===== config.mk =====
export PLATFORM = sky130hd
export DESIGN_NAME = y_response_capture_flat
export DESIGN_NICKNAME = d
export VERILOG_FILES = /design/src/rtl/yrc_pkg.sv /design/src/rtl/y_response_capture_if.sv /design/src/rtl/yrc_fifo.sv /design/src/rtl/y_response_capture.sv /design/src/flat_wrapper.sv
export SDC_FILE = /design/constraint.sdc
export NUM_CORES = 1
export LEC_CHECK = 0
export ABC_AREA = 0
export ABC_CLOCK_PERIOD_IN_PS = 6800
export BUFFER_PORTS_ARGS = -buffer_cell sky130_fd_sc_hd__buf_2
export CAP_MARGIN = 30
export CORE_ASPECT_RATIO = 0.7
export CORE_UTILIZATION = 55
export DETAILED_ROUTE_END_ITERATION = 8
export GPL_TIMING_DRIVEN = 0
export PLACE_DENSITY = 0.84
export SKIP_LAST_GASP = 1
export SLEW_MARGIN = 20
export SYNTH_ARGS = -nofsm -noshare
export SYNTH_HDL_FRONTEND = slang
export SYNTH_SLANG_ARGS = --single-unit

===== constraint.sdc =====
create_clock -name clk -period 6.8 [get_ports clk]
set_input_delay 0.34 -clock clk [delete_from_list [all_inputs] [get_ports clk]]
set_output_delay 0.34 -clock clk [all_outputs]
set_load 0.02 [all_outputs]

===== src/rtl/yrc_pkg.sv =====
// Shared types, defaults and the signature step for the y response capture block.
package yrc_pkg;

    localparam int          Y_WIDTH_DEFAULT  = 240;
    localparam int          BYTES_PER_WORD   = Y_WIDTH_DEFAULT / 8;
    localparam logic [31:0] SIG_POLY_DEFAULT = 32'h04C11DB7;

    typedef enum logic [0:0] {
        IDLE = 1'b0,
        SEND = 1'b1
    } yrc_state_e;

    // One LFSR-style fold of a transferred byte into the running signature.
    function automatic logic [31:0] sig_step(input logic [31:0] sig,
                                             input logic [7:0]  data,
                                             input logic [31:0] poly);
        logic [31:0] fb;
        fb = sig[31] ? poly : 32'h0000_0000;
        return ((sig << 1) ^ fb) ^ {24'h00_0000, data};
    endfunction

endpackage


===== src/rtl/y_response_capture_if.sv =====
// Capture-side bus: sampled result input, byte stream output and run statistics.
interface y_response_capture_if
    import yrc_pkg::*;
#(
    parameter int Y_WIDTH = Y_WIDTH_DEFAULT
) ();
    logic               sample_en;
    logic [Y_WIDTH-1:0] y;
    logic [7:0]         out_data;
    logic               out_valid;
    logic               out_ready;
    logic               out_last;
    logic [31:0]        sig;
    logic               overflow;
    logic [7:0]         drop_count;
    logic [15:0]        word_count;

    modport master (
        input  sample_en, y, out_ready,
        output out_data, out_valid, out_last, sig, overflow, drop_count, word_count
    );

    modport slave (
        output sample_en, y, out_ready,
        input  out_data, out_valid, out_last, sig, overflow, drop_count, word_count
    );
endinterface


===== src/rtl/yrc_fifo.sv =====
// Small synchronous FIFO; pointers carry one extra wrap bit so full/empty need no counter.
module yrc_fifo
    import yrc_pkg::*;
#(
    parameter int WIDTH = Y_WIDTH_DEFAULT,
    parameter int DEPTH = 4
) (
    input  logic             clk,
    input  logic             rst_n,
    input  logic             push,
    input  logic [WIDTH-1:0] wr_data,
    input  logic             pop,
    output logic [WIDTH-1:0] rd_data,
    output logic             full,
    output logic             empty
);
    localparam int AW = $clog2(DEPTH);

    logic [AW:0]      r_wr_ptr;
    logic [AW:0]      r_rd_ptr;
    logic [WIDTH-1:0] r_mem [DEPTH];
    logic             w_wr_en;
    logic             w_rd_en;

    assign full    = (r_wr_ptr[AW] != r_rd_ptr[AW]) && (r_wr_ptr[AW-1:0] == r_rd_ptr[AW-1:0]);
    assign empty   = (r_wr_ptr == r_rd_ptr);
    assign w_wr_en = push & ~full;
    assign w_rd_en = pop & ~empty;
    assign rd_data = r_mem[r_rd_ptr[AW-1:0]];

    // Pointer update; occupancy is judged on pre-edge state.
    always_ff @(posedge clk) begin
        if (!rst_n) begin
            r_wr_ptr <= '0;
            r_rd_ptr <= '0;
        end else begin
            if (w_wr_en) begin
                r_wr_ptr <= r_wr_ptr + {{AW{1'b0}}, 1'b1};
            end
            if (w_rd_en) begin
                r_rd_ptr <= r_rd_ptr + {{AW{1'b0}}, 1'b1};
            end
        end
    end

    // Storage array, no reset needed on data.
    always_ff @(posedge clk) begin
        if (w_wr_en && rst_n) begin
            r_mem[r_wr_ptr[AW-1:0]] <= wr_data;
        end
    end
endmodule


===== src/rtl/y_response_capture.sv =====
// Captures the result bus on sample_en, queues it and streams it MSB-first as bytes,
// folding every accepted byte into a 32-bit signature.
module y_response_capture
    import yrc_pkg::*;
#(
    parameter int          Y_WIDTH  = Y_WIDTH_DEFAULT,
    parameter int          DEPTH    = 4,
    parameter logic [31:0] SIG_POLY = SIG_POLY_DEFAULT
) (
    input logic                  clk,
    input logic                  rst_n,
    y_response_capture_if.master bus
);
    localparam int            BPW      = Y_WIDTH / 8;
    localparam int            IW       = $clog2(BPW + 1);
    localparam logic [IW-1:0] LAST_IDX = IW'(BPW - 1);
    localparam logic [IW-1:0] IDX_ONE  = IW'(1);

    yrc_state_e         r_state;
    logic               r_cap_vld;
    logic [Y_WIDTH-1:0] r_cap_data;
    logic [Y_WIDTH-1:0] r_shift;
    logic [IW-1:0]      r_idx;
    logic               r_valid;
    logic               r_last;
    logic [31:0]        r_sig;
    logic               r_overflow;
    logic [7:0]         r_drop;
    logic [15:0]        r_words;

    logic               w_push;
    logic               w_pop;
    logic               w_full;
    logic               w_empty;
    logic [Y_WIDTH-1:0] w_head;

    assign w_push = r_cap_vld & ~w_full;
    assign w_pop  = (r_state == IDLE) & ~w_empty;

    yrc_fifo #(
        .WIDTH (Y_WIDTH),
        .DEPTH (DEPTH)
    ) u_fifo (
        .clk     (clk),
        .rst_n   (rst_n),
        .push    (w_push),
        .wr_data (r_cap_data),
        .pop     (w_pop),
        .rd_data (w_head),
        .full    (w_full),
        .empty   (w_empty)
    );

    assign bus.out_data   = r_shift[Y_WIDTH-1 -: 8];
    assign bus.out_valid  = r_valid;
    assign bus.out_last   = r_last;
    assign bus.sig        = r_sig;
    assign bus.overflow   = r_overflow;
    assign bus.drop_count = r_drop;
    assign bus.word_count = r_words;

    // Capture stage, drop accounting and the IDLE/SEND serializer.
    always_ff @(posedge clk) begin
        if (!rst_n) begin
            r_state    <= IDLE;
            r_cap_vld  <= 1'b0;
            r_cap_data <= '0;
            r_shift    <= '0;
            r_idx      <= '0;
            r_valid    <= 1'b0;
            r_last     <= 1'b0;
            r_sig      <= 32'h0000_0000;
            r_overflow <= 1'b0;
            r_drop     <= 8'h00;
            r_words    <= 16'h0000;
        end else begin
            r_cap_vld  <= bus.sample_en;
            r_cap_data <= bus.y;
            if (r_cap_vld && w_full) begin
                r_overflow <= 1'b1;
                if (r_drop != 8'hFF) begin
                    r_drop <= r_drop + 8'd1;
                end
            end
            case (r_state)
                IDLE: begin
                    if (!w_empty) begin
                        r_shift <= w_head;
                        r_idx   <= {IW{1'b0}};
                        r_valid <= 1'b1;
                        r_last  <= (LAST_IDX == {IW{1'b0}});
                        r_state <= SEND;
                    end
                end
                SEND: begin
                    if (bus.out_ready) begin
                        r_shift <= {r_shift[Y_WIDTH-9:0], 8'h00};
                        r_idx   <= r_idx + IDX_ONE;
                        r_sig   <= sig_step(r_sig, r_shift[Y_WIDTH-1 -: 8], SIG_POLY);
                        if (r_last) begin
                            r_words <= r_words + 16'd1;
                            r_valid <= 1'b0;
                            r_last  <= 1'b0;
                            r_state <= IDLE;
                        end else begin
                            r_last  <= ((r_idx + IDX_ONE) == LAST_IDX);
                        end
                    end
                end
                default: begin
                    r_valid <= 1'b0;
                    r_last  <= 1'b0;
                    r_state <= IDLE;
                end
            endcase
        end
    end
endmodule


===== src/flat_wrapper.sv =====
// flat-port wrapper written by rule: the top's interface ports become plain ports
module y_response_capture_flat import yrc_pkg::*;
#(
    parameter int          Y_WIDTH  = Y_WIDTH_DEFAULT,
    parameter int          DEPTH    = 4,
    parameter logic [31:0] SIG_POLY = SIG_POLY_DEFAULT
)
  (clk, rst_n, bus_sample_en, bus_y, bus_out_ready, bus_out_data, bus_out_valid, bus_out_last, bus_sig, bus_overflow, bus_drop_count, bus_word_count);
  y_response_capture_if #(.Y_WIDTH(Y_WIDTH)) bus_i ();
  input logic clk;
  input logic rst_n;
  input wire logic [$bits(bus_i.sample_en)-1:0] bus_sample_en;
  input wire logic [$bits(bus_i.y)-1:0] bus_y;
  input wire logic [$bits(bus_i.out_ready)-1:0] bus_out_ready;
  output wire logic [$bits(bus_i.out_data)-1:0] bus_out_data;
  output wire logic [$bits(bus_i.out_valid)-1:0] bus_out_valid;
  output wire logic [$bits(bus_i.out_last)-1:0] bus_out_last;
  output wire logic [$bits(bus_i.sig)-1:0] bus_sig;
  output wire logic [$bits(bus_i.overflow)-1:0] bus_overflow;
  output wire logic [$bits(bus_i.drop_count)-1:0] bus_drop_count;
  output wire logic [$bits(bus_i.word_count)-1:0] bus_word_count;
  assign bus_i.sample_en = bus_sample_en;
  assign bus_i.y = bus_y;
  assign bus_i.out_ready = bus_out_ready;
  assign bus_out_data = bus_i.out_data;
  assign bus_out_valid = bus_i.out_valid;
  assign bus_out_last = bus_i.out_last;
  assign bus_sig = bus_i.sig;
  assign bus_overflow = bus_i.overflow;
  assign bus_drop_count = bus_i.drop_count;
  assign bus_word_count = bus_i.word_count;
  y_response_capture #(.Y_WIDTH(Y_WIDTH), .DEPTH(DEPTH), .SIG_POLY(SIG_POLY)) u_core (.clk(clk), .rst_n(rst_n), .bus(bus_i));
endmodule

==> metrics.yaml, run 1 <==
drt-total-wl_mm: 135
synthArstFlopShare_pct: 0
synth_ff_type: "edfxtp_1"
power.density_nw_per_um2: 362
worstPathMaxFanout: 41
drv_cap: 0
final_cell_mix: "edfxtp_1 (960), dfxtp_1 (554), buf_2 (364), a21oi_1 (267), o21ai_0 (243)"
worstPathArrival_ns: 3.81
start_util_pct: 55.6
finalHoldViolCount: 0
criticalPathCategory: "flop to flop"
pin_count: 311
drc_errors: 0
finalHoldWorstSlack_ns: 0.276
clock_latency_ns: 0.77
fp.dieW_um: 386
worst_pin_slew_ns: 1.05
final_cells: 5644
slew_violations: 0
clkTransAtPathRegs_ns: 0.07
gp_congestion: 0.841
viasPerCell: 5.85
dpl.cell_count: 5142
grt_util_met1_pct: 36.0
dp_hpwl_mm: 84.6
required_ns: 7.23
synth_area_leaders: "edfxtp_1 (51%), dfxtp_1 (19%), mux4_2 (9.5%)"
htreeDepth: 4
cts_buffers: 138
antenna_found_initial: 7
endpoint_kind: "flop"
grt_overflow: 0
slew_headroom_pct: 30.0
first_global_vias: 33281
fin_util_pct: 66.2
top_usage_layer: "met2"
die_area_um2: 105000
clock_sinks: 1514
synth_edf_count: 960
drtPass1Iterations: 5
drt_iter0_drc: 3333
hold_class: "input port to flop"
grt_max_degree: 52
p_leak_uw: 0.0246
synth.avg_cell_area_um2: 16.5
ir_drop_uv: 201
worst_slack_ns: 3.42
cts-root-buf: "clkbuf_16"
yosys.cell_types.count: 44
synth.cell_area_um2: 56900
wl_per_cell_um: 24.0
power.total_uw: 24500
finalSetupViolCount: 0
vias: 33017
syn-num-nets: 3710
fin_crit_sh_pct: 49.7
status: "complete, no violations"
groute.usage.overall_pct: 25.7
fmax_ghz: 0.296
die_h_um: 271
grt_pass1_wl_mm: 202
min_period_ns: 3.38
rsz0062_at_grt: "no"
dpl_worst_slack_ns: 2.66
syn_to_final_growth_pct: 19.1
cts_tree: "yes"
layout.nets: 4428
clk_path_buf_depth: 3
rows: 98
core_um2: 102000
ys_seq_elements: 1514
portBuffers: 308
yosys_warnings: 0
fin_skew_ns: 0.0347
synth_cells: 3457
use_met3_pct: 5.67
drive_above_1_share_pct: 25.7
synth_top_area_cell: "edfxtp_1"
critPathLaunchType: "flop"
use_met2_pct: 40.1
antenna_left: 0
final_common_cell: "edfxtp_1"
synth_top_area_share_pct: 50.6
ys_seq_area_share_pct: 70.1
## worst max-delay path, stage by stage, from the launching register on
cell and delay [ns]:
dfxtp_1 0.48, xor2_1 0.45, o31a_1 0.37, and3_4 0.53
buf_12 0.28, buf_16 0.28, buf_16 0.26, buf_12 0.26
## power by group
group / leakage (µW) / internal (µW) / switching (µW)
Clock: 0.00223 / 4470 / 3400
Sequential: 0.0134 / 10600 / 836
Combinational: 0.00893 / 2520 / 2690
Total: 0.0246 / 17600 / 6930
## layout make-up
cell class | count | area (µm²)
Multi-Input combinational cell | 1695 | 15900
Sequential cell | 1514 | 39900
Tap cell | 1350 | 1690
Timing Repair Buffer | 578 | 4580
Antenna cell | 3 | 7.51
Clock inverter | 58 | 556
Clock buffer | 198 | 4040
Inverter | 9 | 33.8
Fill cell | 6616 | 34600
Buffer | 239 | 1070
## state kept, by name (all words and copies together) (netlist names), named ones only
signal	flops
u_core.r_shift	240
u_core.bus.drop_count	8
u_core.u_fifo.r_rd_ptr	3
u_core.bus.sig	32
u_core.u_fifo.r_mem	960
u_core.bus.out_valid	1
u_core.r_cap_data	240
u_core.r_idx	5
u_core.r_state	1
u_core.bus.word_count	16
u_core.bus.overflow	1
u_core.bus.out_last	1
u_core.u_fifo.r_wr_ptr	3
u_core.r_cap_vld	1
## worst paths after layout
path                                                              from                               endpoint  slack [ns]  cells past startpoint
worst min-delay path                                             rst_n         u_core.r_shift[3]$_SDFFE_PN0P_        0.28                      4
worst min register to register       u_core.r_cap_data[231]$_SDFF_PN0_  u_core.u_fifo.r_mem[2][231]$_DFFE_PP_        0.46                      0
worst max register to register  u_core.u_fifo.r_wr_ptr[0]$_SDFFE_PN0P_   u_core.u_fifo.r_mem[3][95]$_DFFE_PP_        3.42                      7
worst max-delay path            u_core.u_fifo.r_wr_ptr[0]$_SDFFE_PN0P_   u_core.u_fifo.r_mem[3][95]$_DFFE_PP_        3.42                      7
## cell usage after synthesis (8+ instances only)
master	instances
edfxtp_1	960
dfxtp_1	554
a21oi_1	267
o21ai_0	243
and2_1	242
mux4_2	240
mux2i_1	235
mux2_2	232
clkbuf_1	150
nand2_1	64
buf_2	56
xnor2_1	32
nor2_1	31
buf_4	25
a211oi_1	11
nand3_1	11
xor2_1	10
ha_1	9
a22o_1	8
buf_1	8
nand4_1	8
## kinds of logic (layout without fill, tap and decap cells)
| kind of cell | Yosys count | count (layout) | share of synthesized area (%) |
|---|---|---|---|
| AOI/OAI and AO/OA | 545 | 545 | 4.99 |
| xor gates and xnor gates | 43 | 43 | 0.675 |
| adders and majority gates | 9 | 9 | 0.198 |
| buffers and inverters | 248 | 1082 | 1.92 |
| DFF | 1514 | 1514 | 70.1 |
| muxes | 707 | 707 | 18.2 |
| other | 0 | 3 | 0 |
| and+or+nand+nor | 391 | 391 | 3.86 |
## through the flow
| step | area, µm² | TNS [ns] |
|---|---|---|
| 2_1_floorplan | 56900 | 0 |
| 3_3_place_gp | 60200 | -338.87 |
| 3_5_place_dp | 60800 | 0 |
| 4_1_cts | 67800 | 0 |
| 5_1_grt | 67800 | 0 |
| 6_report | 67800 | 0 |
## timing repair
item,in CTS,in global routing
buffers inserted,0,0
hold buffers,241,0
resized for setup,0,0
endpoints found under the hold margin,241,0
## metal layers
layer | vias up | routed length (µm)
met5 | - | 22
met4 | 4 | 3870
met3 | 253 | 11400
met2 | 1465 | 63600
met1 | 16626 | 56400
li1 | 14669 | -
Note: power is estimated with default switching activity, not from simulation.
==> run 2, diff against run 1 <==
--- a/config.mk
+++ b/config.mk
@@ -6,11 +6,11 @@
 export NUM_CORES = 1
 export LEC_CHECK = 0
 export ABC_AREA = 0
-export ABC_CLOCK_PERIOD_IN_PS = 6800
+export ABC_CLOCK_PERIOD_IN_PS = 3350
 export BUFFER_PORTS_ARGS = -buffer_cell sky130_fd_sc_hd__buf_2
 export CAP_MARGIN = 30
 export CORE_ASPECT_RATIO = 0.7
-export CORE_UTILIZATION = 55
+export CORE_UTILIZATION = 58
 export DETAILED_ROUTE_END_ITERATION = 8
 export GPL_TIMING_DRIVEN = 0
 export PLACE_DENSITY = 0.84
==> constraint.sdc (replaced) <==
create_clock -name clk -period 3.35 [get_ports clk]
set_input_delay 0.1675 -clock clk [delete_from_list [all_inputs] [get_ports clk]]
set_output_delay 0.1675 -clock clk [all_outputs]
set_load 0.02 [all_outputs]
==> run 2 against run 1 <==
Effect of this change:
- fmax increased by 12%
- via count grew 0.38%
- count of clock-buffer cells in the layout down 1
- clock skew is essentially flat
- largest power group unchanged
==> metrics.yaml, run 2 (synthesis results as in run 1) <==
wl_per_cell_um: 24.4
power.density_nw_per_um2: 734
cts_hold_buf: 241
grt_max_degree: 50
vias: 33141
die_area_um2: 99400
drtPass1Iterations: 6
worstRegToRegCells: 6
cts-root-buf: "clkbuf_16"
clock_sinks: 1514
drt-total-wl_mm: 136
p_leak_uw: 0.0246
ff2ff_setup_slack_ns: 0.34
viasPerCell: 5.92
clk_path_buf_depth: 3
finalHoldViolCount: 0
min-delay-start: "bus_y[99]"
core_um2: 96600
grt_pass1_wl_mm: 205
cts_tree: "yes"
cts_resized: 0
finalHoldWorstSlack_ns: 0.155
final_common_cell: "edfxtp_1"
placed_area_um2: 60700
fmax_ghz: 0.332
fin_util_pct: 70.1
portBuffers: 308
critPathLaunchType: "flop"
gp_congestion: 0.849
whs_path_depth: 3
start_util_pct: 58.9
final_cell_area_um2: 67800
use_met2_pct: 43.6
min_period_ns: 3.01
drt_iter0_drc: 3609
drive_above_1_share_pct: 25.8
grt_overflow: 0
final_cell_mix: "edfxtp_1 (960), dfxtp_1 (554), buf_2 (364), a21oi_1 (267), o21ai_0 (243)"
worstPathArrival_ns: 3.60
criticalPathCategory: "flop to flop"
groute.usage.overall_pct: 27.6
dp_hpwl_mm: 84.9
slew_violations: 0
fin_crit_sh_pct: 89.8
endpoint_kind: "flop"
final_cells: 5602
htreeDepth: 4
syn_to_final_growth_pct: 19.0
hold_class: "input port to flop"
antenna_left: 0
use_met3_pct: 4.39
cts_buffers: 137
die_h_um: 264
largest_reg_flops: 960
power.total_uw: 49700
rows: 95
crit_start: "u_core.r_state$_SDFF_PN0_"
worst_pin_slew_ns: 1.02
rsz0062_at_grt: "no"
dpl.cell_count: 5100
fp.dieW_um: 376
post_cts_buffers: 0
layout.nets: 4424
worstPathMaxFanout: 10
drc_errors: 0
fin_skew_ns: 0.0343
slew_headroom_pct: 32.2
clock_latency_ns: 0.76
min_to: "u_core.r_cap_data[99]$_SDFF_PN0_"
pin_count: 311
clkTransAtPathRegs_ns: 0.07
antenna_found_initial: 8
finalSetupViolCount: 0
drv_cap: 0
required_ns: 3.94
status: "complete, no violations"
top_usage_layer: "met2"
reg2reg_to: "u_core.r_shift[62]$_SDFFE_PN0P_"
regToRegStartpoint: "u_core.r_state$_SDFF_PN0_"
num-fill-cells: 5952
grt_util_met1_pct: 39.5
ir_drop_uv: 558
first_global_vias: 33471
## run 2: worst max path at each step
stage | end | slack [ns] | cells after the start
2_1_floorplan | u_core.u_fifo.r_mem[0][0]$_DFFE_PP_ | -1.06 | 3
3_3_place_gp | u_core.u_fifo.r_mem[1][129]$_DFFE_PP_ | -4.02 | 4
3_5_place_dp | u_core.u_fifo.r_mem[1][116]$_DFFE_PP_ | -0.37 | 7
4_1_cts | u_core.u_fifo.r_mem[1][116]$_DFFE_PP_ | 0.36 | 6
5_1_grt | u_core.u_fifo.r_mem[1][121]$_DFFE_PP_ | 0.14 | 6
6_report | u_core.r_shift[62]$_SDFFE_PN0P_ | 0.34 | 6
## run 2: report_power, final
part / leakage [µW] / switching [µW] / internal [µW] / total (µW)
Sequential: 0.0134 / 1700 / 21600 / 23300
Clock: 0.00225 / 6850 / 9070 / 15900
Combinational: 0.00892 / 5440 / 5110 / 10600
Total: 0.0246 / 14000 / 35700 / 49700
## run 2: metal layers
metal / share of wire (%) / vias up / wire (µm)
met1: 42 / 16784 / 57000
met3: 7.6 / 268 / 10400
met5: 0 / - / 0
met4: 2.9 / 0 / 3930
li1: - / 14652 / -
met2: 48 / 1437 / 65100
## run 2: cell type report
type                       instances  area (µm²)  share of cell area, %
antenna                            5        12.5                 0.0185
multi-input combinational       1695       15900                   23.5
clock buffer                     197        4040                   5.96
buffer                           239        1060                   1.57
clock inverter                    59         553                  0.816
inverter                           9        33.8                 0.0499
timing repair buffer             575        4570                   6.74
sequential                      1514       39900                   58.9
tap                             1309        1640                   2.42
## run 2: per-stage QoR
stage               setup WS (ns)  setup TNS (ns)
floorplan                   -1.06        -1021.52
global placement            -4.02        -3477.72
detailed placement         -0.367          -31.99
CTS                         0.359               0
global route                0.139               0
finish                      0.342               0
## run 2: worst max-delay path, cell delays in order (launching register included)
cell      delay [ns]
dfxtp_1         0.29
buf_2           0.17
clkinv_1        0.30
clkbuf_1        0.59
clkbuf_1        0.80
clkbuf_1        0.51
a21oi_1         0.20
